**src/rtl/comp_pkg.sv**
```systemverilog
// Shared definitions for the serial comparator controller: FSM encodings and
// the initial values of the running comparison flags.
package comp_pkg;

  typedef enum logic [1:0] {
    ST_IDLE = 2'd0,
    ST_RUN  = 2'd1,
    ST_DONE = 2'd2
  } state_t;

  localparam logic GT_INIT = 1'b0;
  localparam logic EQ_INIT = 1'b1;
  localparam logic LT_INIT = 1'b0;

endpackage

```
**src/rtl/comp_2.sv**
```systemverilog
// One 2-bit comparator digit: forwards a decided GT/LT from the more significant
// digits, otherwise compares its own digit pair unsigned.
module comp_2 (
  input  logic [1:0] a,
  input  logic [1:0] b,
  input  logic       gt_i,
  input  logic       eq_i,
  input  logic       lt_i,
  output logic       gt_o,
  output logic       eq_o,
  output logic       lt_o
);

  always_comb begin
    gt_o = 1'b0;
    eq_o = 1'b0;
    lt_o = 1'b0;
    if (gt_i || lt_i) begin
      gt_o = gt_i;
      lt_o = lt_i;
    end else begin
      gt_o = (a > b);
      lt_o = (a < b);
      eq_o = eq_i && (a == b);
    end
  end

endmodule

```
**src/rtl/comp_seq_ctrl.sv**
```systemverilog
// Serial magnitude comparator: steps one comp_2 digit slice over two 2N-bit
// operands, MSB digit first, with start/busy/done handshake and signed mode.
module comp_seq_ctrl
  import comp_pkg::*;
#(
  parameter int N  = 4,
  parameter int CW = $clog2(N + 1)
) (
  input  logic            clk,
  input  logic            rst,
  input  logic            start,
  input  logic [2*N-1:0]  x,
  input  logic [2*N-1:0]  y,
  input  logic            NEG,
  input  logic            early,
  output logic            busy,
  output logic            done,
  output logic            GTo,
  output logic            EQo,
  output logic            LTo,
  output logic [CW-1:0]   count
);

  localparam logic [CW-1:0] N_CNT = CW'(N);

  state_t          state_q, state_d;
  logic [2*N-1:0]  xs_q, xs_d;
  logic [2*N-1:0]  ys_q, ys_d;
  logic            gt_q, gt_d, eq_q, eq_d, lt_q, lt_d;
  logic            gto_q, gto_d, eqo_q, eqo_d, lto_q, lto_d;
  logic [CW-1:0]   count_q, count_d;
  logic            flip_q, flip_d;
  logic            early_q, early_d;

  logic            s_gt, s_eq, s_lt;
  logic [CW-1:0]   count_inc;

  comp_2 u_slice (
    .a    (xs_q[2*N-1 -: 2]),
    .b    (ys_q[2*N-1 -: 2]),
    .gt_i (gt_q),
    .eq_i (eq_q),
    .lt_i (lt_q),
    .gt_o (s_gt),
    .eq_o (s_eq),
    .lt_o (s_lt)
  );

  assign count_inc = count_q + 1'b1;

  always_comb begin
    state_d = state_q;
    xs_d    = xs_q;
    ys_d    = ys_q;
    gt_d    = gt_q;
    eq_d    = eq_q;
    lt_d    = lt_q;
    gto_d   = gto_q;
    eqo_d   = eqo_q;
    lto_d   = lto_q;
    count_d = count_q;
    flip_d  = flip_q;
    early_d = early_q;

    unique case (state_q)
      ST_IDLE: begin
        if (start) begin
          xs_d    = x;
          ys_d    = y;
          gt_d    = GT_INIT;
          eq_d    = EQ_INIT;
          lt_d    = LT_INIT;
          count_d = '0;
          // Differing sign bits invert the unsigned ordering.
          flip_d  = NEG & (x[2*N-1] ^ y[2*N-1]);
          early_d = early;
          state_d = ST_RUN;
        end
      end
      ST_RUN: begin
        gt_d    = s_gt;
        eq_d    = s_eq;
        lt_d    = s_lt;
        xs_d    = xs_q << 2;
        ys_d    = ys_q << 2;
        count_d = count_inc;
        if (count_inc == N_CNT || (early_q && !s_eq)) begin
          gto_d   = s_gt ^ flip_q;
          eqo_d   = s_eq;
          lto_d   = s_lt ^ flip_q;
          state_d = ST_DONE;
        end
      end
      ST_DONE: begin
        state_d = ST_IDLE;
      end
      default: begin
        state_d = ST_IDLE;
      end
    endcase
  end

  always_ff @(posedge clk) begin
    if (rst) begin
      state_q <= ST_IDLE;
      xs_q    <= '0;
      ys_q    <= '0;
      gt_q    <= GT_INIT;
      eq_q    <= EQ_INIT;
      lt_q    <= LT_INIT;
      gto_q   <= 1'b0;
      eqo_q   <= 1'b0;
      lto_q   <= 1'b0;
      count_q <= '0;
      flip_q  <= 1'b0;
      early_q <= 1'b0;
    end else begin
      state_q <= state_d;
      xs_q    <= xs_d;
      ys_q    <= ys_d;
      gt_q    <= gt_d;
      eq_q    <= eq_d;
      lt_q    <= lt_d;
      gto_q   <= gto_d;
      eqo_q   <= eqo_d;
      lto_q   <= lto_d;
      count_q <= count_d;
      flip_q  <= flip_d;
      early_q <= early_d;
    end
  end

  assign busy  = (state_q != ST_IDLE);
  assign done  = (state_q == ST_DONE);
  assign GTo   = gto_q;
  assign EQo   = eqo_q;
  assign LTo   = lto_q;
  assign count = count_q;

endmodule

```
**config.mk**
```make
export PLATFORM = sky130hd
export DESIGN_NAME = comp_seq_ctrl
export DESIGN_NICKNAME = d
export VERILOG_FILES = /design/src/rtl/comp_pkg.sv /design/src/rtl/comp_2.sv /design/src/rtl/comp_seq_ctrl.sv
export SDC_FILE = /design/constraint.sdc
export NUM_CORES = 1
export LEC_CHECK = 0
export CAP_MARGIN = 20
export CORE_MARGIN = 2
export CORE_UTILIZATION = 35
export DETAILED_ROUTE_END_ITERATION = 16
export PLACE_DENSITY = 0.55
export SYNTH_ARGS = -nofsm -noshare
export SYNTH_HDL_FRONTEND = slang
export SYNTH_SLANG_ARGS = --single-unit
```
**constraint.sdc**
```tcl
create_clock -name clk -period 1.8 [get_ports clk]
set_clock_uncertainty 0.05 [all_clocks]
set_input_delay 0.36 -clock clk [delete_from_list [all_inputs] [get_ports clk]]
set_output_delay 0.36 -clock clk [all_outputs]
set_load 0.05 [all_outputs]
```
==> flow_summary_export.csv, run 1 <==
group,metric,value,unit
setup_path,critPathSlowestCell,"a221o_1",
detailed_routing,drc_errors,0,
hold_path,hp-start,"ys_q[0]",
detailed_routing,wl_per_cell,12.8,µm
setup_path,r2r_start,"ys_q[7]",
sta,rsz0062_at_grt,"no",
pwr,power_density,906,nW/µm²
synthesis,synth_cell_types,36,
finish,area_growth,32.5,%
finish,layout.cells.non_filler,240,
global_route,grt_overflow,0,
sta,worstMarginPinSlew,0.367,ns
finish,num_antenna_cells,0,
clock_tree,clk_latency,0.27,ns
synthesis,synth_cells,164,
global_route,grt_max_degree,31,
sta,min_period,1.74,ns
flow_run,cap_violations,0,
clock_tree,cts_buffer_depth,2,
setup_path,worstPathRequired,1.96,ns
global_route,met1_usage,20.9,%
floorplan,fp.dieArea,4450,µm²
placement,dpl.hpwl,2140,µm
synthesis,yosys_warnings,0,
synthesis,synth_top_area_share,42.1,%
sta,hold_ws,0.420,ns
setup_path,reg2reg_depth,6,
placement,place.gp.congestion,0.754,
placement,placed_area,1740,µm²
sta,timing.max_slew.rel_slack,75.5,%
clock_tree,postCtsSetupBuffers,0,
status,outcome,"finished, final reports clean",
sta,hold_viol,0,
hold_path,hold_depth,2,
clock_tree,root_buffer,"clkbuf_8",
floorplan,die_h,66.7,µm
sta,finalCritPeriodShare,96.6,%
synthesis,synthTopCellsByArea,"dfxtp_1 42%, nand2_1 9.5%, a311oi_1 7.6%, nor2_1 5.7%, a21oi_1 4.0%",
global_route,use_met2,22.9,%
pwr,p_total,1.65,mW
placement,placed_cells,233,
clock_tree,cts_tree,"done",
pwr,peakVddDrop,365,µV
setup_path,worstReg2RegEnd,"state_q[0]",
clock_tree,htreeDepth,2,
clock_tree,cts_made_buffers,5,
detailed_routing,antenna_left,0,
global_route,busiest_layer,"met2",
setup_path,path_buf_inv,1,
clock_tree,cts.sinks,29,
clock_tree,clk_pin_slew_worst_paths,0.06,ns
finish,finalInstanceArea,1830,µm²
floorplan,num_rows,22,
setup_path,cp_max_fo,3,
setup_path,cp_top_family,"compound AO/OA/AOI/OAI gates",
placement,io_buffers,28,
detailed_routing,wirelength,3080,µm
synthesis,netlist_area,1380,µm²
finish,fill_cells,364,
setup_path,path_class,"reg2reg",
detailed_routing,firstDrtPassIters,4,
global_route,grt_pass1_vias,1132,
floorplan,die_w,66.7,µm
global_route,antenna_found_initial,0,
global_route,grtUsageMet3,5.07,%
floorplan,ioPinCount,29,
setup_path,critical-path-max-stage-delay,0.36,ns
pwr,p_leak,0.749,nW
setup_path,crit_path_start_kind,"flop",
sta,tns,0,ns
clock_tree,cts_hold_buf,0,
setup_path,regToRegSetupSlack,0.06,ns
synthesis,synth_area_per_cell,8.40,µm²
global_route,grt_pass1_wl,5140,µm
sta,fmax,0.575,GHz
synthesis,ys_ff_latch,29,
hold_path,hold_path_end,"ys_q[0]",
detailed_routing,vias_per_cell,5.02,
finish,nets,217,
synthesis,syn_nets,189,
detailed_routing,drt_iter0_drc,56,
floorplan,start_util,37.1,%
sta,final-setup-viol-count,0,
setup_path,crit_chain,"inv_1 -> ha_1 -> nand4b_4 -> or2_4 -> a221o_1 -> a21oi_1",
global_route,grt_usage,15.5,%
detailed_routing,num_vias,1205,
floorplan,coreArea,3720,µm²
setup_path,arrival,1.90,ns
sta,drv_slew,0,
synthesis,ys_seq_area_share,42.1,%
setup_path,end_kind,"flop",
clock_tree,cts_resized,0,
synthesis,yosys.area.top_type,"dfxtp_1",
hold_path,min_path_type,"reg2reg",
finish,drive_above_1_share,15.1,%
==> cells in the mapped netlist, drive strengths merged <==
library cell / number
a21oi: 11
nor2: 21
nand2b: 2
clkbuf: 4
a221o: 1
a31o: 1
inv: 4
a311oi: 12
o41ai: 1
dfxtp: 29
o21a: 1
a22oi: 1
nor2b: 1
o211ai: 1
and2b: 1
nand4: 1
a21o: 1
nor3: 3
nand3: 7
or2: 1
xor2: 2
o21ai: 1
nand2: 35
o22a: 1
nand4b: 1
ha: 4
and2: 2
o2bb2ai: 1
o211a: 1
buf: 8
nor3b: 1
xnor2: 1
nand3b: 2
==> layer usage <==
metal / routed length, µm / vias up
met5: 0 / -
met4: 32 / 0
met3: 158 / 4
met2: 1350 / 27
met1: 1540 / 548
li1: - / 626
==> placed cells by master (no fill, tap or decap), types with 2 or more instances in the layout <==
cell	instances
buf_12	5
xor2_1	2
nand3b_1	2
dfxtp_2	2
a21oi_1	11
nand2_1	35
buf_4	8
nor3_1	3
clkbuf_8	6
ha_1	4
clkdlybuf4s50_1	20
nor2_1	21
inv_1	4
a311oi_1	12
dfxtp_1	27
nand3_1	6
nand2b_1	2
==> cells by family (layout without fill, tap and decap cells) <==
group           Yosys count  count (layout)  synth area share (%)
simple gates             78              78                  27.1
compound gates           34              34                  19.7
flops                    29              29                  42.1
buf+inv                  16              44                  5.54
fa+ha+maj                 4               4                  3.63
xor+xnor                  3               3                  1.91
==> flip-flops by register name, summed over array words and instances, names as in the netlist <==
register  flops
gt_q          1
xs_q          8
early_q       1
GTo           1
state_q       2
EQo           1
lt_q          1
flip_q        1
ys_q          8
LTo           1
eq_q          1
count         3
==> worst max-delay path by stage <==
| stage | from | end | slack, ns | depth (start not counted) |
|---|---|---|---|---|
| after floorplan | count[0] | LTo | 0.15 | 5 |
| after global placement | start | xs_q[5] | 0.06 | 5 |
| after detailed placement | start | xs_q[7] | -0.02 | 5 |
| after CTS | ys_q[7] | state_q[0] | 0.06 | 6 |
| after global routing | ys_q[7] | state_q[0] | 0.007 | 6 |
| final | ys_q[7] | state_q[0] | 0.06 | 6 |
==> worst reg2reg max path: cells and delay by family, from the launching register on <==
family	cells	cell delay (ns)
adders and majority gates	1	0.36
AOI/OAI and AO/OA	2	0.50
buffers and inverters	1	0.04
DFF	1	0.33
and+or+nand+nor	2	0.40
==> layout make-up <==
type / instances / area (µm²) / share of cell area [%]
multi-input combinational: 119 / 721 / 39.5
sequential: 29 / 583 / 31.9
timing repair buffer: 33 / 360 / 19.7
clock buffer: 7 / 86.3 / 4.73
tap: 48 / 60.1 / 3.29
inverter: 4 / 15.0 / 0.822
==> power by group <==
part / leakage, nW / total, mW / internal (mW) / switching (mW)
Sequential: 0.239 / 0.733 / 0.695 / 0.0379
Clock: 0.0443 / 0.529 / 0.303 / 0.226
Combinational: 0.466 / 0.393 / 0.188 / 0.206
Total: 0.749 / 1.65 / 1.18 / 0.470
==> stage by stage <==
stage	utilization (%)	setup WS (ns)
6_report	49.1	0.0615
5_1_grt	49.1	0.00721
4_1_cts	49.1	0.0580
3_5_place_dp	46.8	-0.0247
3_3_place_gp	46.8	0.0629
2_1_floorplan	-	0.150
No activity file was read; power rests on OpenSTA's default activity.
==> inputs of run 2 (changes only) <==
RECOVER_POWER = 50   (was unset)
clock period = 1.9 ns   (was 1.8 ns; I/O delays follow)
==> flow_summary_export.csv, run 2 (synthesis results as in run 1) <==
group,metric,value,unit
clock_tree,clk_latency,0.27,ns
clock_tree,htreeDepth,2,
sta,timing.max_slew.rel_slack,60.3,%
clock_tree,cts_tree,"done",
floorplan,ioPinCount,29,
finish,fill_cells,381,
placement,place.gp.congestion,0.781,
global_route,grt_pass1_vias,1116,
floorplan,die_h,66.7,µm
pwr,p_sw,0.433,mW
global_route,grt_max_degree,22,
detailed_routing,firstDrtPassIters,4,
finish,seq_area,581,µm²
detailed_routing,antenna_left,0,
pwr,p_leak,0.706,nW
floorplan,coreArea,3720,µm²
pwr,seqPwrFrac,45.0,%
sta,worstMarginPinSlew,0.599,ns
finish,multiInputGateArea,707,µm²
finish,drive_above_1_share,10.3,%
setup_path,end_kind,"flop",
floorplan,die_w,66.7,µm
hold_path,hold_depth,2,
detailed_routing,drc_errors,0,
detailed_routing,wirelength,3020,µm
sta,min_period,1.72,ns
sta,rsz0062_at_grt,"no",
pwr,p_clk_share,32.4,%
hold_path,hold_path_end,"ys_q[1]",
clock_tree,cts_buffer_depth,2,
setup_path,crit_path_start_kind,"flop",
clock_tree,cts_made_buffers,5,
pwr,power.internal,1.10,mW
placement,dpl.hpwl,2190,µm
detailed_routing,wl_per_cell,12.5,µm
clock_tree,clk_pin_slew_worst_paths,0.06,ns
sta,fmax,0.583,GHz
finish,mostFrequentLayoutCells,"35 x nand2_1, 29 x dfxtp_1, 21 x nor2_1",
finish,num_antenna_cells,0,
global_route,antenna_found_initial,0,
placement,io_buffers,28,
sta,final-setup-viol-count,0,
global_route,grt_pass1_wl,5150,µm
clock_tree,cts_hold_buf,0,
finish,nets,219,
global_route,met1_usage,21.2,%
sta,hold_viol,0,
setup_path,regToRegSetupSlack,0.18,ns
clock_tree,cts_resized,0,
finish,area_growth,26.4,%
clock_tree,root_buffer,"clkbuf_8",
sta,drv_slew,0,
hold_path,hp-start,"ys_q[1]",
finish,final_common_cell,"nand2_1",
setup_path,path_class,"reg2reg",
placement,placed_area,1710,µm²
setup_path,arrival,1.87,ns
status,outcome,"finished, final reports clean",
detailed_routing,vias_per_cell,5.06,
pwr,p_comb_share,22.5,%
floorplan,start_util,37.1,%
floorplan,num_rows,22,
pwr,peakVddDrop,419,µV
detailed_routing,num_vias,1225,
global_route,grtUsageMet3,5.24,%
setup_path,worstReg2RegEnd,"state_q[0]",
global_route,grt_usage,15.7,%
floorplan,fp.dieArea,4450,µm²
hold_path,min_path_type,"reg2reg",
finish,finalInstanceArea,1740,µm²
global_route,use_met2,22.3,%
global_route,busiest_layer,"met2",
setup_path,cp_max_fo,3,
sta,tns,0,ns
pwr,power_density,881,nW/µm²
setup_path,worstPathRequired,2.05,ns
global_route,grt_overflow,0,
clock_tree,postCtsSetupBuffers,0,
clock_tree,cts.sinks,29,
setup_path,r2r_start,"ys_q[7]",
detailed_routing,drt_iter0_drc,64,
sta,finalCritPeriodShare,90.3,%
setup_path,reg2reg_depth,6,
pwr,switching_share,28.2,%
flow_run,cap_violations,0,
-- run 2: power groups by stage --
stage / Clock, mW / Combinational (mW) / Sequential, mW
2_1_floorplan: 0 / 0.240 / 0.711
3_3_place_gp: 0 / 0.354 / 0.705
3_5_place_dp: 0 / 0.360 / 0.706
4_1_cts: 0.521 / 0.363 / 0.693
5_1_grt: 0.549 / 0.383 / 0.697
6_report: 0.498 / 0.346 / 0.691
-- run 2: worst max-delay path, cell delays in order (launching register included) --
cell      delay [ns]
dfxtp_1         0.33
inv_1           0.05
ha_1            0.35
nand4b_4        0.12
or2_4           0.25
a221o_1         0.35
a21oi_1         0.13
-- run 2: worst max path at each step --
stage                       endpoint  cells after the start     start  slack (ns)
final                     state_q[0]                      6   ys_q[7]        0.18
after global routing         ys_q[2]                      5     start        0.10
after CTS                 state_q[0]                      6   ys_q[7]        0.17
after detailed placement     xs_q[6]                      5     start       0.009
after global placement       xs_q[4]                      5     start        0.13
after floorplan                  LTo                      5  count[0]        0.04
-- run 2: final cells by class --
type                       instances  share of cell area [%]
inverter                           4                   0.862
multi-input combinational        119                    40.6
tap                               48                    3.45
sequential                        29                    33.3
timing repair buffer              35                    16.8
clock buffer                       7                    4.96
-- run 2: metrics by stage --
step	worst slack, ns	util (%)	std cells	hold WS [ns]	power, mW
after floorplan	0.0425	-	164	0.398	0.952
after global placement	0.126	46.1	235	0.406	1.06
after detailed placement	0.00868	46.1	235	0.410	1.07
after CTS	0.167	48.5	242	0.419	1.58
after global routing	0.101	46.9	242	0.445	1.63
final	0.184	46.9	242	0.418	1.53
-- run 2: routing by layer --
layer | share of wire [%] | routed length, µm
met1 | 49 | 1480
met5 | 0 | 0
met3 | 5.0 | 150
met4 | 1.8 | 53
met2 | 44 | 1340
==> inputs of run 3 (changes only) <==
PLACE_DENSITY = 0.67   (was 0.55)
==> flow_summary_export.csv, run 3 (synthesis results as in run 1) <==
group,metric,value,unit
global_route,use_met2,22.0,%
clock_tree,cts.sinks,29,
status,outcome,"finished, final reports clean",
floorplan,coreArea,3720,µm²
sta,final-setup-viol-count,0,
pwr,p_total,1.52,mW
clock_tree,htreeDepth,2,
detailed_routing,drc_errors,0,
setup_path,critPathSlowestCell,"a221o_1",
global_route,grtUsageMet3,4.05,%
finish,finish.utilization,47.2,%
finish,nets,217,
clock_tree,cts_tree,"done",
setup_path,cp_max_fo,3,
clock_tree,cts_hold_buf,0,
setup_path,r2r_start,"ys_q[7]",
global_route,busiest_layer,"met2",
pwr,peakVddDrop,392,µV
sta,tns,0,ns
pwr,power_density,870,nW/µm²
finish,area_growth,27.2,%
sta,timing.max_slew.rel_slack,58.9,%
setup_path,end_kind,"flop",
detailed_routing,num_vias,1200,
global_route,grt_pass1_vias,1122,
finish,finalInstanceArea,1750,µm²
finish,final_common_cell,"nand2_1",
global_route,grt_usage,14.7,%
hold_path,hold_path_end,"ys_q[1]",
setup_path,critical-path-max-stage-delay,0.35,ns
floorplan,ioPinCount,29,
finish,num_antenna_cells,0,
clock_tree,cts_made_buffers,5,
clock_tree,postCtsSetupBuffers,0,
setup_path,arrival,1.86,ns
setup_path,reg2reg_depth,6,
pwr,p_leak,0.703,nW
setup_path,worstReg2RegEnd,"state_q[0]",
finish,mostFrequentLayoutCells,"35 x nand2_1, 29 x dfxtp_1, 21 x nor2_1",
floorplan,die_w,66.7,µm
setup_path,cp_top_family,"compound AO/OA/AOI/OAI gates",
floorplan,start_util,37.1,%
sta,hold_ws,0.418,ns
placement,placed_area,1700,µm²
setup_path,path_buf_inv,1,
clock_tree,cts_resized,0,
flow_run,cap_violations,0,
finish,seq_area,581,µm²
sta,drv_slew,0,
hold_path,hp-start,"ys_q[1]",
setup_path,regToRegSetupSlack,0.20,ns
floorplan,die_h,66.7,µm
detailed_routing,wirelength,2860,µm
detailed_routing,drt_iter0_drc,72,
hold_path,min_path_type,"reg2reg",
finish,multiInputGateArea,716,µm²
global_route,met1_usage,19.2,%
floorplan,num_rows,22,
hold_path,hold_depth,2,
setup_path,worstPathRequired,2.05,ns
sta,rsz0062_at_grt,"no",
sta,min_period,1.70,ns
finish,drive_above_1_share,10.4,%
setup_path,path_class,"reg2reg",
global_route,grt_overflow,0,
sta,hold_viol,0,
floorplan,fp.dieArea,4450,µm²
finish,fill_cells,373,
setup_path,crit_chain,"inv_1 -> ha_1 -> nand4b_4 -> or2_4 -> a221o_1 -> a21oi_1",
sta,worstMarginPinSlew,0.617,ns
setup_path,crit_path_start_kind,"flop",
detailed_routing,firstDrtPassIters,4,
sta,finalCritPeriodShare,89.6,%
detailed_routing,wl_per_cell,11.9,µm
global_route,antenna_found_initial,0,
clock_tree,cts_buffer_depth,2,
placement,place.gp.congestion,0.838,
placement,dpl.hpwl,2010,µm
clock_tree,clk_latency,0.27,ns
sta,fmax,0.587,GHz
clock_tree,clk_pin_slew_worst_paths,0.06,ns
global_route,grt_pass1_wl,4950,µm
placement,io_buffers,28,
clock_tree,root_buffer,"clkbuf_8",
detailed_routing,antenna_left,0,
global_route,grt_max_degree,35,
detailed_routing,vias_per_cell,5.00,
-- run 3: cell types whose count changed in the layout (fill, tap and decap cells not counted) --
cell,before,now
o211ai_1,1,0
buf_4,5,3
nor3b_1,0,1
o211ai_4,0,1
nor3b_2,1,0
buf_12,1,2
clkbuf_2,1,2
clkbuf_1,9,7
-- run 3: worst max-delay path by stage --
stage	start	endpoint	slack, ns	cells after the start
2_1_floorplan	count[0]	LTo	0.04	5
3_3_place_gp	start	count[2]	0.16	6
3_5_place_dp	start	count[2]	0.09	6
4_1_cts	ys_q[7]	state_q[0]	0.19	6
5_1_grt	start	count[2]	0.11	6
6_report	ys_q[7]	state_q[0]	0.20	6
-- run 3: per-stage QoR --
step	worst slack, ns	instances
after CTS	0.191	240
after detailed placement	0.0894	233
after global routing	0.110	240
final	0.197	240
after global placement	0.160	233
after floorplan	0.0425	164
-- run 3: cell type report --
| class | count | area share [%] |
|---|---|---|
| Inverter | 4 | 0.857 |
| Sequential cell | 29 | 33.1 |
| Tap cell | 48 | 3.43 |
| Timing Repair Buffer | 33 | 16.8 |
| Multi-Input combinational cell | 119 | 40.8 |
| Clock buffer | 7 | 4.93 |
-- run 3: layer usage --
| metal | part of all wire [%] | wire (µm) |
|---|---|---|
| met5 | 0 | 0 |
| met4 | 1.9 | 53 |
| met3 | 4.8 | 136 |
| met2 | 45 | 1280 |
| met1 | 49 | 1390 |
-- run 3: worst register-to-register path: cells and delay by family (launching register included) --
kind | cells | cell delay, ns
buffers and inverters | 1 | 0.04
adder cells (fa/ha/maj) | 1 | 0.34
AND/OR/NAND/NOR | 2 | 0.39
flip-flops | 1 | 0.32
AO/OA/AOI/OAI | 2 | 0.49
-- run 3: power breakdown --
group	switching, mW	internal, mW	total [mW]
clock network	0.205	0.286	0.491
registers	0.0348	0.658	0.693
logic	0.186	0.155	0.340
total	0.426	1.10	1.52
